[config.mk]
export PLATFORM = sky130hd
export DESIGN_NAME = disp_bus_capture
export DESIGN_NICKNAME = d
export VERILOG_FILES = /design/src/rtl/disp_bus_capture.sv
export SDC_FILE = /design/constraint.sdc
export NUM_CORES = 1
export LEC_CHECK = 0
export CAP_MARGIN = 20
export CELL_PAD_IN_SITES_DETAIL_PLACEMENT = 0
export CELL_PAD_IN_SITES_GLOBAL_PLACEMENT = 1
export CORE_MARGIN = 5
export CORE_UTILIZATION = 46
export DETAILED_ROUTE_END_ITERATION = 10
export PLACE_DENSITY = 0.84
export SYNTH_ARGS = -nofsm -noshare
export SYNTH_HDL_FRONTEND = slang
export SYNTH_SLANG_ARGS = --single-unit
[constraint.sdc]
create_clock -name clk -period 4.05 [get_ports clk]
set_input_delay 0.6075 -clock clk [delete_from_list [all_inputs] [get_ports clk]]
set_output_delay 0.6075 -clock clk [all_outputs]
set_load 0.02 [all_outputs]
[src/rtl/disp_bus_capture.sv]
// rtl/disp_bus_capture.sv - display bus receive monitor: deglitch, frame rebuild, BCD-to-binary
// Samples the muxed {an,d} bus, rebuilds four digits, flags protocol errors and converts frames.
module disp_bus_capture #(
  parameter int unsigned STABLE_CYCLES = 2
) (
  input  logic        clk,
  input  logic        rst,
  input  logic [2:0]  an_in,
  input  logic [3:0]  d_in,
  input  logic        clear_err,
  output logic [15:0] digits,
  output logic        frame_valid,
  output logic [13:0] value_bin,
  output logic        bin_valid,
  output logic        busy,
  output logic        err_sel,
  output logic        err_digit
);

  typedef enum logic [1:0] {IDLE, CONV, DONE} state_t;

  localparam logic [3:0] ACCEPT_AT = 4'(STABLE_CYCLES - 1);

  logic [6:0]  sync1, sync2, prev;
  logic [3:0]  stable_cnt, stable_cnt_nxt;
  logic        same, accept;
  logic [2:0]  an;
  logic [3:0]  d;
  logic        wr_ok;
  logic [3:0]  slot_bit;
  logic [15:0] shadow;
  logic [3:0]  seen;

  state_t      state, state_nxt;
  logic [15:0] work;
  logic [13:0] acc, acc_step;
  logic [1:0]  idx;
  logic [3:0]  cur_digit;
  logic        pending, load, finish;

  // Input stage: two-flop synchronizer plus run-length counter on the synced bus value
  always_ff @(posedge clk or posedge rst) begin
    if (rst) begin
      sync1      <= '0;
      sync2      <= '0;
      prev       <= '0;
      stable_cnt <= '0;
    end else begin
      sync1      <= {an_in, d_in};
      sync2      <= sync1;
      prev       <= sync2;
      stable_cnt <= stable_cnt_nxt;
    end
  end

  always_comb begin
    same = (sync2 == prev);
    if (!same)
      stable_cnt_nxt = '0;
    else if (stable_cnt == 4'd15)
      stable_cnt_nxt = 4'd15;
    else
      stable_cnt_nxt = stable_cnt + 4'd1;
    // Fires on the transition into ACCEPT_AT only, so one accept per stable run
    accept = (stable_cnt_nxt == ACCEPT_AT) && (!same || (stable_cnt != stable_cnt_nxt));
  end

  assign an       = sync2[6:4];
  assign d        = sync2[3:0];
  assign wr_ok    = accept && !an[0] && (d <= 4'd9);
  assign slot_bit = 4'b0001 << an[2:1];

  // Slot shadow, seen mask and frame publication
  always_ff @(posedge clk or posedge rst) begin
    if (rst) begin
      shadow      <= '0;
      seen        <= '0;
      digits      <= '0;
      frame_valid <= 1'b0;
    end else begin
      if (wr_ok)
        shadow[{an[2:1], 2'b00} +: 4] <= d;
      if (seen == 4'hF) begin
        digits      <= shadow;
        frame_valid <= 1'b1;
        seen        <= wr_ok ? slot_bit : 4'b0000;
      end else begin
        frame_valid <= 1'b0;
        if (wr_ok)
          seen <= seen | slot_bit;
      end
    end
  end

  // Sticky error flags: a set event outranks a simultaneous clear
  always_ff @(posedge clk or posedge rst) begin
    if (rst) begin
      err_sel   <= 1'b0;
      err_digit <= 1'b0;
    end else begin
      if (accept && an[0])
        err_sel <= 1'b1;
      else if (clear_err)
        err_sel <= 1'b0;

      if (accept && !an[0] && (d > 4'd9))
        err_digit <= 1'b1;
      else if (clear_err)
        err_digit <= 1'b0;
    end
  end

  // Converter FSM
  always_ff @(posedge clk or posedge rst) begin
    if (rst)
      state <= IDLE;
    else
      state <= state_nxt;
  end

  always_comb begin
    state_nxt = state;
    load      = 1'b0;
    finish    = 1'b0;
    busy      = (state != IDLE);
    case (state)
      IDLE: begin
        if (frame_valid) begin
          state_nxt = CONV;
          load      = 1'b1;
        end
      end
      CONV: begin
        if (idx == 2'd0) begin
          state_nxt = DONE;
          finish    = 1'b1;
        end
      end
      DONE: begin
        // A frame landing exactly in DONE is folded in the same way as a pending one
        if (pending || frame_valid) begin
          state_nxt = CONV;
          load      = 1'b1;
        end else begin
          state_nxt = IDLE;
        end
      end
      default: state_nxt = IDLE;
    endcase
  end

  assign cur_digit = work[{idx, 2'b00} +: 4];
  assign acc_step  = (acc << 3) + (acc << 1) + {10'd0, cur_digit};

  always_ff @(posedge clk or posedge rst) begin
    if (rst) begin
      work      <= '0;
      acc       <= '0;
      idx       <= '0;
      pending   <= 1'b0;
      value_bin <= '0;
      bin_valid <= 1'b0;
    end else begin
      if (load) begin
        work <= digits;
        acc  <= '0;
        idx  <= 2'd3;
      end else if (state == CONV) begin
        acc <= acc_step;
        idx <= idx - 2'd1;
      end

      if (finish) begin
        value_bin <= acc_step;
        bin_valid <= 1'b1;
      end else begin
        bin_valid <= 1'b0;
      end

      if ((state == CONV) && frame_valid)
        pending <= 1'b1;
      else if (state == DONE)
        pending <= 1'b0;
    end
  end

endmodule

* Word level (Yosys, flattened, before mapping)
Index checks and enable logic that the tools add are counted.
Word-level totals: bits of input ports 10, memory bits (writable) 0, memories kept 0, latch bits 0, memory bits (read-only) 0, output and inout bits 35, word-level logic and storage cells 83, flip-flop bits (word level) 113
Cells by class: bitwise gates (word level) 1, shift-type cells 4, reduce and logical (&&, ||, !) cells 19, divide/modulo/power cells 0, mux-type cells 26, $lt $le $gt $ge 2, add/sub/neg operators 5, multipliers 0, equal/unequal tests 9
Operator list (count):
- 13-bit 2-to-1 mux | 2
- 4-bit 2-to-1 mux | 5
- 16-bit bitwise mux | 1
- 4-bit by 6-bit variable shift with 16-bit output, first input constant | 1
- 16-bit by 5-bit indexed part select with 4-bit output | 1
- 4-bit by 6-bit indexed part select with 16-bit output | 1
- 14-bit adder | 1
- 14-bit by 4-bit adder with 14-bit output | 1
- 1-bit 2-to-1 mux | 12
- 2-bit nonzero test | 6
- 4-bit equality test, second input constant | 2
- 2-bit 2-to-1 mux | 4
- 7-bit equality test | 1
- 1-bit logical AND | 6
- 4-bit negator with 6-bit output | 1
- 2-bit case mux with 3 select lines | 1
- 4-bit by 1-bit adder with 4-bit output, second input constant | 1
- 4-bit by 1-bit equality test with 1-bit output, second input constant | 1
- 4-bit > comparator, second input constant | 1
- 4-bit <= comparator, second input constant | 1
- 2-bit zero test | 2
- 2-bit inequality test, second input constant | 2
- 4-bit inequality test | 1
- 4-bit OR | 1
- other kinds (8) | 10

* Logic depth before layout (Yosys ltp)
Gate-level depths: netlist of the first run.
depth after elaboration 10, mapped depth 11, gate-level depth less buffers 10

* Worst setup path after synthesis of the first run
OpenSTA, ideal clock, no wires.
kind flip-flop to flip-flop, from register idx[0], to register value_bin[8], buffers on the path 1, setup slack 1.083 ns, required time 3.918 ns, library setup time 0.132 ns, arrival time 2.835 ns, clock period less this slack 2.967 ns, stages on the path, launching flop included 11, cell sequence dfrtp_1 -> clkbuf_1 -> mux4_2 -> ha_1 -> ha_1 -> fa_1 -> a211o_1 -> a21oi_1 -> o21bai_1 -> xnor2_1 -> o21ai_0
Between the ends: longest elaborated chain between the ends 3, elaborated cells on any way between the ends 5, those cells by class add/sub (1); shift (1); mux (2); reduce/logical (1)
RTL lines:
- start, declared | line 37 | logic [1:0] idx;
- start signal, assigned | line 170 | idx <= idx - 2'd1;
- parallel branches: the longest is 3 deep, another holds 14-bit by 4-bit adder with 14-bit output
- end signal, assigned | line 174 | value_bin <= acc_step;
- end, declared | line 13 | output logic [13:0] value_bin,
Parallel ways; which one is timed is not known. A chain may end at the register's enable or synchronous reset.

* Worst setup path after layout of the first run
Ends and elaborated chain as after synthesis.

==> reports/metrics.csv, run 1 <==
stage;metric;value;unit
status;run status;complete, no violations;
timing;total negative slack for setup checks;0;ps
detailed_routing;number of DRC violations after detailed-routing iteration 0;181;
final_layout;Layout Area Growth over Synthesis;24.0;%
global_route;number of antenna violations at the first check in global routing;0;
placed_design;sum of net half-perimeters after detailed placement;7.28;mm
timing;portion of the clock cycle consumed by the worst path in the final layout;78.6;%
final_layout;layout cell share with drive strength beyond 1;8.60;%
synth;multiplexer fraction of the synthesized cell area;5.03;%
critical_path;highest fanout seen on the critical path;6;
synth;distinct cell type count of the synthesized netlist;44;
run;Max-cap violations;0;
timing;largest clock skew in the final design;14.8;ps
clocking;post-cts hold buffer count;0;
synth;dominant cells by area after synthesis;sky130_fd_sc_hd__dfrtp_1 55%, sky130_fd_sc_hd__nand2_1 9.7%, sky130_fd_sc_hd__ha_1 7.7%;
clocking;Max Buffers Root-to-Sink;2;
final_layout;core occupancy in the finished layout;58.6;%
placed_design;number of cells after detailed placement;667;
synth;synthesized area per cell;10.5;sq um
global_route;via count of the first global-routing pass;3683;
critical_path;critical path cell sequence;mux4_2, ha_1, ha_1, fa_1, a211o_1, a21oi_1, o21bai_1, xnor2_1, o21ai_0;
critical_path;worst-path cell with the longest stage delay;sky130_fd_sc_hd__mux4_2;
timing;maximum achievable frequency;314;MHz
critical_path;CP Launch Point;idx[0];
timing;endpoints failing setup;0;
final_layout;area used by sequential logic in the layout;2830;sq um
timing;final worst-path setup slack;867;ps
pwr;Leak;3.05;nW
final_layout;multi-input combinational cell area;2160;sq um
critical_path;startpoint types;flop;
floorplanning;Placement Rows;38;
clocking;number of buffers created by CTS;17;
clocking;cell at the root of the clock tree;sky130_fd_sc_hd__clkbuf_16;
synth;Adder-Cell Fraction of Synth Area;8.51;%
critical_path;required time reported for the critical path endpoint;4310;ps
clocking;post-CTS setup buffer count;0;
synth;EDFF count, synth;0;
pwr;Switching Share;19.7;%
synth;Syn. warnings;0;
synth;dominant combinational cell family by area after synthesis;simple AND/OR/NAND/NOR gates;
clocking;cells resized by post-CTS repair;0;
detailed_routing;number of detailed-routing iterations run before antenna repair;4;
pwr;switching power total;0.562;mW
pwr;combinational cell fraction of total power;2.3;%
pwr;largest voltage drop on the vdd net;0.401;mV
floorplanning;Top-Level Pins;45;
detailed_routing;number of vias per cell after detailed routing;5.10;
clocking;worst-skew pair later-pin latency;430;ps
synth;Synth async-reset ratio;100;%
critical_path;destination of the critical timing path;value_bin[8];
pwr;power density normalized to cell area;444;nW/um^2
synth;cell count after synthesis;495;
clocking;clock tree from TritonCTS;yes;
synth;sequential fraction of the synthesis area;54.7;%
critical_path;kind of end point of the critical path;flop;
global_route;maximum number of pins on one net before global-route repair;65;
synth;XOR/XNOR share of the synthesized area;2.88;%
synth;Post-Synthesis Cell Area;5170;sq um
critical_path;FF-to-FF Start;idx[0];
global_route;GRT Residual Overflow;0;
final_layout;Final Non-Filler Cells;698;
floorplanning;die outline area;13500;sq um
final_layout;antenna diode instance count;0;
clocking;post-CTS clock slew at the launch and capture registers of the worst setup and hold paths;50;ps
critical_path;WS Path Type;flop to flop;
critical_path;arrival time of data at the critical path endpoint;3450;ps
global_route;global-route usage over all layers;17.7;%
detailed_routing;routed length per placed instance;15.0;microns
synth;fraction of post-synthesis cell area in the top cell type by area;54.7;%
clocking;H-tree depth;4;
floorplanning;starting density of the core;47.3;%
timing;setup repair after global routing missed its margin;no;
final_layout;Post-layout nets;590;
placed_design;placer's final routability congestion estimate;0.816;
floorplanning;width of the die;116;microns
pwr;Clock Power Share;57.1;%
detailed_routing;DRC violations left;0;
critical_path;r2r setup slk;870;ps
placed_design;Post-Place Setup Slack;854;ps
detailed_routing;total routed wirelength;10.5;mm
synth;cell type with the highest aggregate area in the netlist;sky130_fd_sc_hd__dfrtp_1;
pwr;proportion of power drawn by flip-flops and latches;40.6;%
critical_path;Register-to-Register Path Depth;9;
critical_path;Worst path max stage delay;560;ps
placed_design;# port buffers;44;
floorplanning;area of the core region;10900;sq um
min_path;Min-Delay Path Class;flop to flop;
synth;synthesized netlist net count;539;
synth;flip-flop and latch count after synthesis;113;
timing;normalized max-slew margin;41.7;%
critical_path;Crit path top cell by count;sky130_fd_sc_hd__ha_1;
clocking;Num Clock Sinks;113;
critical_path;Reg2Reg Capture Point;value_bin[8];
detailed_routing;number of vias after detailed routing;3560;
timing;slew at the pin closest to its max-slew limit;874;ps
global_route;global-route wire length before repair;18.1;mm
timing;fin crit period;3180;ps
synth;share of synthesized cell area in and, or, nand and nor gates;16.4;%
timing;Slew Limit Fails;0;
floorplanning;DIE HEIGHT;116;microns
pwr;Internal Dissipation;2.28;mW
detailed_routing;DRT antenna net count;0;
timing;final number of hold-violating endpoints;0;
synth;Primary FF master, synth;sky130_fd_sc_hd__dfrtp_1;
synth;compound-cell area share of the yosys netlist;8.92;%
final_layout;fill cell total of the finished layout;946;
-- cell usage after synthesis (7+ instances only) --
library cell               count
sky130_fd_sc_hd__nand3_1      16
sky130_fd_sc_hd__xor2_1       10
sky130_fd_sc_hd__clkbuf_1     15
sky130_fd_sc_hd__xnor2_1       7
sky130_fd_sc_hd__inv_1        34
sky130_fd_sc_hd__ha_1         32
sky130_fd_sc_hd__dfrtp_1     113
sky130_fd_sc_hd__mux2i_1      17
sky130_fd_sc_hd__o21ai_0      33
sky130_fd_sc_hd__nand2_1     134
sky130_fd_sc_hd__a21oi_1      13
-- worst min-delay path by stage --
stage	slack [ps]	cells after the start	from	to
after global routing	350	0	sync1[5]	sync2[5]
final	340	0	sync1[5]	sync2[5]
after detailed placement	330	0	sync1[4]	sync2[4]
after global placement	330	0	sync1[4]	sync2[4]
after floorplan	330	0	sync1[0]	sync2[0]
after CTS	350	0	sync1[4]	sync2[4]
-- logic make-up (layout without fill, tap and decap cells) --
logic type / count (synthesis) / after routing
AND/OR/NAND/NOR: 184 / 184
flip-flops: 113 / 113
AO/OA/AOI/OAI: 76 / 76
buffers and inverters: 50 / 113
adder cells (fa/ha/maj): 34 / 34
multiplexers: 21 / 21
XOR/XNOR: 17 / 17
-- registers in the layout, summed over array words and instances (netlist names), 7 cells and up --
signal     count
work          16
sync2          7
digits        16
prev           7
sync1          7
acc           13
value_bin     14
shadow        16
-- metal layers --
layer | global-route usage (%) | routed length [microns] | vias up
met2 | 28.4 | 5290 | 55
met3 | 5.22 | 344 | 16
met5 | 0 | 0 | -
li1 | - | - | 1764
met4 | 8.35 | 170 | 0
met1 | 22.1 | 4670 | 1725
-- critical path: cells and delay by family (launching register included) --
kind            cells  cell delay [ps]
xor+xnor            1              190
compound gates      4              810
fa+ha+maj           3              970
mux                 1              560
flops               1              510
-- per-stage QoR --
step	power, mW	instance area (sq um)	hold slack, ps
finish	2.85	6410	345
global route	2.94	6410	348
CTS	2.88	6410	346
detailed placement	1.24	5770	335
global placement	1.24	5770	333
floorplan	1.22	5170	331
-- power groups by stage --
stage	clock network, mW	registers [mW]	logic (mW)
6_report	1.62	1.16	0.0664
5_1_grt	1.70	1.16	0.0767
4_1_cts	1.65	1.16	0.0689
3_5_place_dp	0	1.17	0.0683
3_3_place_gp	0	1.17	0.0668
2_1_floorplan	0	1.17	0.0438
-- cell usage in the layout (no fill, tap or decap), types with 3 or more instances in the layout --
master                            synthesis  layout
sky130_fd_sc_hd__a211oi_1                 5       5
sky130_fd_sc_hd__a21oi_1                 13      13
sky130_fd_sc_hd__a22o_1                   4       4
sky130_fd_sc_hd__bufinv_16                0       5
sky130_fd_sc_hd__clkbuf_16                0      17
sky130_fd_sc_hd__clkdlybuf4s50_1          0      44
sky130_fd_sc_hd__clkinv_2                 0       3
sky130_fd_sc_hd__dfrtp_1                113     113
sky130_fd_sc_hd__ha_1                    32      32
sky130_fd_sc_hd__inv_1                   34      33
sky130_fd_sc_hd__mux2i_1                 17      17
sky130_fd_sc_hd__mux4_2                   4       4
sky130_fd_sc_hd__nand2_1                134     134
sky130_fd_sc_hd__nand3_1                 16      16
sky130_fd_sc_hd__nor2_1                   6       6
sky130_fd_sc_hd__nor3_1                   6       6
sky130_fd_sc_hd__nor3_4                   4       4
sky130_fd_sc_hd__nor3b_1                  4       4
sky130_fd_sc_hd__o211ai_1                 3       3
sky130_fd_sc_hd__o21a_1                   3       3
sky130_fd_sc_hd__o21ai_0                 33      33
sky130_fd_sc_hd__xnor2_1                  7       7
sky130_fd_sc_hd__xor2_1                  10      10
-- area by class of cell --
class	instances	area share, %
Sequential cell	113	44.1
Multi-Input combinational cell	332	33.7
Timing Repair Buffer	47	7.41
Clock buffer	21	7.18
Clock inverter	10	2.85
Tap cell	140	2.73
Inverter	35	2.09
Power figures use the tool's default switching activity.
==> inputs of run 2 (changes only) <==
clock period = 3.1 ns   (was 4.05 ns; I/O delays follow)
==> run 2 against run 1 <==
  * Worst setup slack got worse by 710 ps
  * Largest cell class unchanged
  * Cell area rose by 0.31%
  * Critical path type unchanged
  * Clock-buffer cell count fell by 1
  * First-iteration DRC count rose by 24%
  * Combinational power rose by 32%
  * Sequential share of layout area fell by 0.12 points
  * Non-clock buffer count rose by 7
  * Critical endpoint is now acc[9]
  * Largest power group unchanged
  * Utilization rose by 0.18 points
  * Flip-flop and latch count did not move
  * Fmax rose by 8.3%
==> reports/metrics.csv, run 2 (synthesis results as in run 1) <==
stage;metric;value;unit;change
pwr;proportion of power drawn by flip-flops and latches;43.1;%;was 40.6%
global_route;maximum number of pins on one net before global-route repair;36;;was 65
min_path;terminating pin of the worst hold path;sync2[1];;was sync2[5]
min_path;Min-Delay Path Class;flop to flop;;unchanged
final_layout;post-route cell area;6430;sq um;was 6410 sq um
detailed_routing;number of vias after detailed routing;3599;;was 3560
placed_design;# port buffers;44;;unchanged
timing;portion of the clock cycle consumed by the worst path in the final layout;94.8;%;was 78.6%
detailed_routing;number of DRC violations after detailed-routing iteration 0;225;;was 181
timing;maximum achievable frequency;340;MHz;was 314 MHz
detailed_routing;number of vias per cell after detailed routing;5.10;;about the same
clocking;worst-skew pair later-pin latency;410;ps;was 430 ps
clocking;number of buffers created by CTS;17;;unchanged
floorplanning;width of the die;116;microns;unchanged
global_route;global-route usage over all layers;17.1;%;was 17.7%
critical_path;kind of end point of the critical path;flop;;unchanged
final_layout;biggest registers after layout;digits: 16 flops, shadow: 16 flops, work: 16 flops;;unchanged
pwr;Clock Power Share;54.4;%;was 57.1%
final_layout;commonest non-fill, non-tap cells in the layout;134 x sky130_fd_sc_hd__nand2_1, 112 x sky130_fd_sc_hd__dfrtp_1, 44 x sky130_fd_sc_hd__clkdlybuf4s50_1;;was 134 x sky130_fd_sc_hd__nand2_1, 113 x sky130_fd_sc_hd__dfrtp_1, 44 x sky130_fd_sc_hd__clkdlybuf4s50_1
critical_path;largest delay contributor family on the critical path;compound AO/OA/AOI/OAI gates;;was adder cells
critical_path;Reg2Reg Capture Point;acc[9];;was value_bin[8]
detailed_routing;total routed wirelength;10.5;mm;about the same
clocking;H-tree depth;4;;unchanged
final_layout;layout cell share with drive strength beyond 1;10.8;%;was 8.60%
pwr;largest voltage drop on the vdd net;0.444;mV;was 0.401 mV
timing;endpoints failing setup;0;;unchanged
placed_design;placer's final routability congestion estimate;0.815;;was 0.816
global_route;global-route wire length before repair;17.7;mm;was 18.1 mm
critical_path;Critical Path Stages;10;;was 9
clocking;Max Buffers Root-to-Sink;2;;unchanged
detailed_routing;routed length per placed instance;14.9;microns;was 15.0 microns
timing;largest clock skew in the final design;7.53;ps;was 14.8 ps
pwr;switching power total;0.752;mW;was 0.562 mW
final_layout;Post-layout nets;597;;was 590
critical_path;startpoint types;flop;;unchanged
clocking;clock tree from TritonCTS;yes;;unchanged
min_path;worst hold start;sync1[1];;was sync1[5]
critical_path;combined buffer and inverter count along the critical path;2;;was 0
clocking;post-cts hold buffer count;0;;unchanged
clocking;Num Clock Sinks;113;;unchanged
timing;final number of hold-violating endpoints;0;;unchanged
critical_path;arrival time of data at the critical path endpoint;3190;ps;was 3450 ps
critical_path;highest fanout seen on the critical path;6;;unchanged
run;Max-cap violations;0;;unchanged
timing;Slew Limit Fails;0;;unchanged
global_route;number of antenna violations at the first check in global routing;0;;unchanged
timing;normalized max-slew margin;38.5;%;was 41.7%
floorplanning;area of the core region;10900;sq um;unchanged
floorplanning;die outline area;13500;sq um;unchanged
final_layout;Layout Area Growth over Synthesis;24.4;%;was 24.0%
detailed_routing;DRC violations left;0;;unchanged
clocking;cell at the root of the clock tree;sky130_fd_sc_hd__clkbuf_16;;unchanged
critical_path;critical path cell sequence;mux4_2, inv_1, fa_1, inv_1, ha_1, a211oi_2, o21ai_0, a21boi_0, xor2_1, o21ai_0;;was mux4_2, ha_1, ha_1, fa_1, a211o_1, a21oi_1, o21bai_1, xnor2_1, o21ai_0
pwr;Switching Share;21.5;%;was 19.7%
floorplanning;DIE HEIGHT;116;microns;unchanged
timing;fin crit period;2940;ps;was 3180 ps
global_route;GRT Residual Overflow;0;;unchanged
status;run status;complete, no violations;;unchanged
critical_path;WS Path Type;flop to flop;;unchanged
final_layout;antenna diode instance count;0;;unchanged
pwr;combinational cell fraction of total power;2.5;%;was 2.3%
pwr;Power Total;3.50;mW;was 2.85 mW
critical_path;required time reported for the critical path endpoint;3350;ps;was 4310 ps
placed_design;Placed Instance Area;5810;sq um;was 5770 sq um
clocking;post-CTS clock slew at the launch and capture registers of the worst setup and hold paths;50;ps;about the same
critical_path;FF-to-FF Start;idx[0];;unchanged
floorplanning;starting density of the core;47.3;%;unchanged
placed_design;sum of net half-perimeters after detailed placement;7.45;mm;was 7.28 mm
final_layout;fill cell total of the finished layout;933;;was 946
global_route;via count of the first global-routing pass;3675;;was 3683
floorplanning;Top-Level Pins;45;;unchanged
floorplanning;Placement Rows;38;;unchanged
final_layout;most common library cell in the layout ignoring fill and taps;sky130_fd_sc_hd__nand2_1;;unchanged
critical_path;r2r setup slk;160;ps;was 870 ps
critical_path;Register-to-Register Path Depth;10;;was 9
critical_path;Worst path max stage delay;510;ps;was 560 ps
min_path;number of instances on the worst hold path;0;;unchanged
detailed_routing;number of detailed-routing iterations run before antenna repair;4;;unchanged
detailed_routing;DRT antenna net count;0;;unchanged
pwr;Internal Dissipation;2.75;mW;was 2.28 mW
timing;slew at the pin closest to its max-slew limit;923;ps;was 874 ps
pwr;power density normalized to cell area;544;nW/um^2;was 444 nW/um^2
pwr;Leak;3.05;nW;about the same
critical_path;worst-path cell with the longest stage delay;sky130_fd_sc_hd__mux4_2;;unchanged
run 2: cell count changes in the layout (fill, tap and decap cells not counted), sizes merged:
cell | previous run | this run
buf | 3 | 10
clkinv | 6 | 7
clkinvlp | 0 | 4
bufinv | 5 | 2
clkbuf | 21 | 20
run 2: worst max path at each step:
stage | from | end
final | idx[0] | acc[9]
after global routing | idx[0] | acc[9]
after detailed placement | idx[0] | acc[10]
after global placement | idx[0] | acc[10]
after floorplan | idx[0] | value_bin[8]
after CTS | idx[0] | acc[9]
run 2: metal layers:
| layer | part of all wire, % | track usage [%] |
|---|---|---|
| met1 | 44 | 21.2 |
| met2 | 51 | 28.1 |
| met3 | 3.4 | 4.86 |
| met4 | 1.5 | 7.50 |
| met5 | 0 | 0 |
run 2: metrics by stage:
stage	hold slack, ps	util (%)	TNS (ps)	std cells	worst slack, ps
CTS	350	58.5	0	704	10.1
detailed placement	335	53.1	-136	672	-47.4
global route	365	58.8	-4.33	706	-4.33
floorplan	331	-	0	495	133
finish	348	58.8	0	706	161
global placement	332	53.1	0	672	37.0
run 2: area by class of cell:
class,instances,area (sq um),area share (%)
Sequential cell,113,2830,44.0
Multi-Input combinational cell,332,2180,33.8
Timing Repair Buffer,54,528,8.21
Clock buffer,20,457,7.10
Tap cell,140,175,2.72
Inverter,35,135,2.10
Clock inverter,12,133,2.06
run 2: power by group through the flow:
stage	logic, mW	clock network (mW)	registers, mW
after global routing	0.102	2.01	1.51
after CTS	0.0914	1.95	1.51
after floorplan	0.0576	0	1.53
after global placement	0.0891	0	1.53
final	0.0877	1.90	1.51
after detailed placement	0.0910	0	1.54
run 2: worst register-to-register path: stages, from the launching register on:
cell                       delay (ps)
sky130_fd_sc_hd__dfrtp_2          430
sky130_fd_sc_hd__mux4_2           510
sky130_fd_sc_hd__inv_1             90
sky130_fd_sc_hd__fa_1             410
sky130_fd_sc_hd__inv_1            120
sky130_fd_sc_hd__ha_1             260
sky130_fd_sc_hd__a211oi_2         240
sky130_fd_sc_hd__o21ai_0          170
sky130_fd_sc_hd__a21boi_0         260
sky130_fd_sc_hd__xor2_1           200
sky130_fd_sc_hd__o21ai_0           90
run 2: timing repair:
action,CTS,global route
endpoints found under the setup margin,6,13
setup buffers,0,2
pin swaps,0,1
resized for setup,1,4
==> inputs of run 3 (changes only) <==
clock period = 2.9 ns   (was 3.1 ns; I/O delays follow)
==> run 3 against run 2 <==
  * First-iteration DRC count fell by 38%
  * Cell area rose by 1.4%
  * Clock skew rose by 0.56 ps
  * Power up 10%
  * Worst setup slack got worse by 77 ps
  * Clock power is 13% higher
  * Clock-buffer cell count grew 2
  * Wire length shrank 0.63%
  * Flip-flop and latch count is the same
  * Sequential power rose by 7%
  * Die area unchanged
  * Utilization grew 0.80 points
==> reports/metrics.csv, run 3 (synthesis results as in run 1) <==
stage;metric;value;unit;change
min_path;worst hold start;sync1[5];;was sync1[1]
global_route;number of antenna violations at the first check in global routing;0;;unchanged
pwr;combinational cell fraction of total power;2.5;%;about the same
timing;portion of the clock cycle consumed by the worst path in the final layout;97.1;%;was 94.8%
pwr;Internal Dissipation;3.09;mW;was 2.75 mW
timing;slew at the pin closest to its max-slew limit;880;ps;was 923 ps
critical_path;arrival time of data at the critical path endpoint;3070;ps;was 3190 ps
detailed_routing;DRT antenna net count;0;;unchanged
pwr;switching power total;0.772;mW;was 0.752 mW
final_layout;layout cell share with drive strength beyond 1;11.6;%;was 10.8%
pwr;power density normalized to cell area;592;nW/um^2;was 544 nW/um^2
final_layout;Layout Area Growth over Synthesis;26.0;%;was 24.4%
critical_path;FF-to-FF Start;idx[0];;unchanged
placed_design;placer's final routability congestion estimate;0.817;;was 0.815
global_route;global-route wire length before repair;17.8;mm;was 17.7 mm
pwr;Clock Power Share;55.7;%;was 54.4%
detailed_routing;number of vias per cell after detailed routing;5.14;;was 5.10
timing;Hold Worst Slack;342;ps;was 348 ps
timing;maximum achievable frequency;355;MHz;was 340 MHz
clocking;cell at the root of the clock tree;sky130_fd_sc_hd__clkbuf_16;;unchanged
critical_path;startpoint types;flop;;unchanged
clocking;Num Clock Sinks;113;;unchanged
floorplanning;area of the core region;10900;sq um;unchanged
critical_path;highest fanout seen on the critical path;4;;was 6
floorplanning;Placement Rows;38;;unchanged
floorplanning;die outline area;13500;sq um;unchanged
floorplanning;Top-Level Pins;45;;unchanged
clocking;worst-skew pair later-pin latency;410;ps;about the same
global_route;global-route usage over all layers;17.3;%;was 17.1%
critical_path;Reg2Reg Capture Point;acc[8];;was acc[9]
detailed_routing;routed length per placed instance;14.8;microns;was 14.9 microns
placed_design;Placed Instance Area;5840;sq um;was 5810 sq um
critical_path;Register-to-Register Path Depth;9;;was 10
critical_path;kind of end point of the critical path;flop;;unchanged
pwr;Switching Share;20.0;%;was 21.5%
final_layout;commonest non-fill, non-tap cells in the layout;134 x sky130_fd_sc_hd__nand2_1, 112 x sky130_fd_sc_hd__dfrtp_1, 44 x sky130_fd_sc_hd__clkdlybuf4s50_1;;unchanged
global_route;via count of the first global-routing pass;3687;;was 3675
timing;fin crit period;2820;ps;was 2940 ps
clocking;post-CTS clock slew at the launch and capture registers of the worst setup and hold paths;60;ps;was 50 ps
min_path;number of instances on the worst hold path;0;;unchanged
clocking;Max Buffers Root-to-Sink;2;;unchanged
critical_path;required time reported for the critical path endpoint;3160;ps;was 3350 ps
pwr;Leak;3.08;nW;was 3.05 nW
critical_path;WS Path Type;flop to flop;;unchanged
min_path;terminating pin of the worst hold path;sync2[5];;was sync2[1]
final_layout;antenna diode instance count;0;;unchanged
timing;final number of hold-violating endpoints;0;;unchanged
detailed_routing;total routed wirelength;10.5;mm;about the same
floorplanning;width of the die;116;microns;unchanged
detailed_routing;number of DRC violations after detailed-routing iteration 0;140;;was 225
global_route;GRT Residual Overflow;0;;unchanged
min_path;Min-Delay Path Class;flop to flop;;unchanged
timing;normalized max-slew margin;41.3;%;was 38.5%
placed_design;sum of net half-perimeters after detailed placement;7.38;mm;was 7.45 mm
final_layout;post-route cell area;6520;sq um;was 6430 sq um
floorplanning;starting density of the core;47.3;%;unchanged
floorplanning;DIE HEIGHT;116;microns;unchanged
timing;largest clock skew in the final design;8.09;ps;was 7.53 ps
clocking;clock tree from TritonCTS;yes;;unchanged
final_layout;biggest registers after layout;digits: 16 flops, shadow: 16 flops, work: 16 flops;;unchanged
pwr;proportion of power drawn by flip-flops and latches;41.8;%;was 43.1%
placed_design;# port buffers;44;;unchanged
timing;setup repair after global routing missed its margin;yes;;
timing;Slew Limit Fails;0;;unchanged
detailed_routing;number of vias after detailed routing;3638;;was 3599
status;run status;complete, no violations;;unchanged
clocking;number of buffers created by CTS;17;;unchanged
clocking;H-tree depth;4;;unchanged
critical_path;r2r setup slk;80;ps;was 160 ps
detailed_routing;DRC violations left;0;;unchanged
final_layout;fill cell total of the finished layout;939;;was 933
timing;total negative slack for setup checks;0;ps;unchanged
timing;endpoints failing setup;0;;unchanged
final_layout;most common library cell in the layout ignoring fill and taps;sky130_fd_sc_hd__nand2_1;;unchanged
global_route;maximum number of pins on one net before global-route repair;35;;was 36
detailed_routing;number of detailed-routing iterations run before antenna repair;4;;unchanged
final_layout;Post-layout nets;599;;was 597
run;Max-cap violations;0;;unchanged
pwr;largest voltage drop on the vdd net;0.443;mV;was 0.444 mV
==> run 3: routing by layer <==
layer  wire length, microns  global-route usage, %  up-vias  share of wire, %
li1                       -                      -     1781                 -
met1                   4640                   21.0     1762                44
met2                   5180                   28.5       68                49
met3                    384                   5.07       27               3.7
met4                    261                   7.81        0               2.5
met5                      0                      0        -                 0
==> run 3: critical path, cell delays in order (launching register included) <==
cell and delay (ps):
sky130_fd_sc_hd__dfrtp_2 410, sky130_fd_sc_hd__mux4_2 540, sky130_fd_sc_hd__ha_4 240, sky130_fd_sc_hd__ha_4 170
sky130_fd_sc_hd__fa_2 390, sky130_fd_sc_hd__a211o_1 340, sky130_fd_sc_hd__a21oi_4 180, sky130_fd_sc_hd__o21bai_1 100
sky130_fd_sc_hd__xnor2_1 210, sky130_fd_sc_hd__o21ai_1 80
==> run 3: repair_timing <==
item	in CTS	in global routing
setup buffers	0	1
endpoints found under the setup margin	10	12
hold buffers	0	0
pin swaps	0	5
resized for setup	3	8
==> run 3: worst max path at each step <==
| stage | startpoint | to | slack (ps) | cells past startpoint |
|---|---|---|---|---|
| 2_1_floorplan | idx[0] | value_bin[8] | 60 | 10 |
| 3_3_place_gp | idx[0] | acc[10] | -60 | 9 |
| 5_1_grt | idx[0] | acc[8] | -50 | 9 |
| 4_1_cts | idx[0] | acc[10] | 20 | 9 |
| 6_report | idx[0] | acc[8] | 80 | 9 |
| 3_5_place_dp | idx[0] | acc[10] | -110 | 9 |
==> run 3: power by group through the flow <==
stage	combinational (mW)	clock [mW]	sequential [mW]
global placement	0.0975	0	1.64
finish	0.0956	2.15	1.61
CTS	0.0995	2.19	1.61
global route	0.112	2.26	1.62
detailed placement	0.0989	0	1.64
floorplan	0.0616	0	1.64
==> run 3: final cells by class <==
type	count	area, sq um	area share (%)
Multi-Input combinational cell	332	2200	33.8
Sequential cell	113	2830	43.4
Clock buffer	22	494	7.58
Inverter	35	135	2.07
Clock inverter	10	130	2.00
Timing Repair Buffer	56	556	8.52
Tap cell	140	175	2.69
==> run 3: metrics by stage <==
stage               power, mW  utilization [%]  setup WS (ps)  cells
floorplan                1.70                -           58.6    495
global placement         1.74             53.4          -55.6    675
detailed placement       1.74             53.4           -114    675
CTS                      3.90             59.2           19.6    707
global route             3.99             59.6          -50.1    708
finish                   3.86             59.6           83.8    708
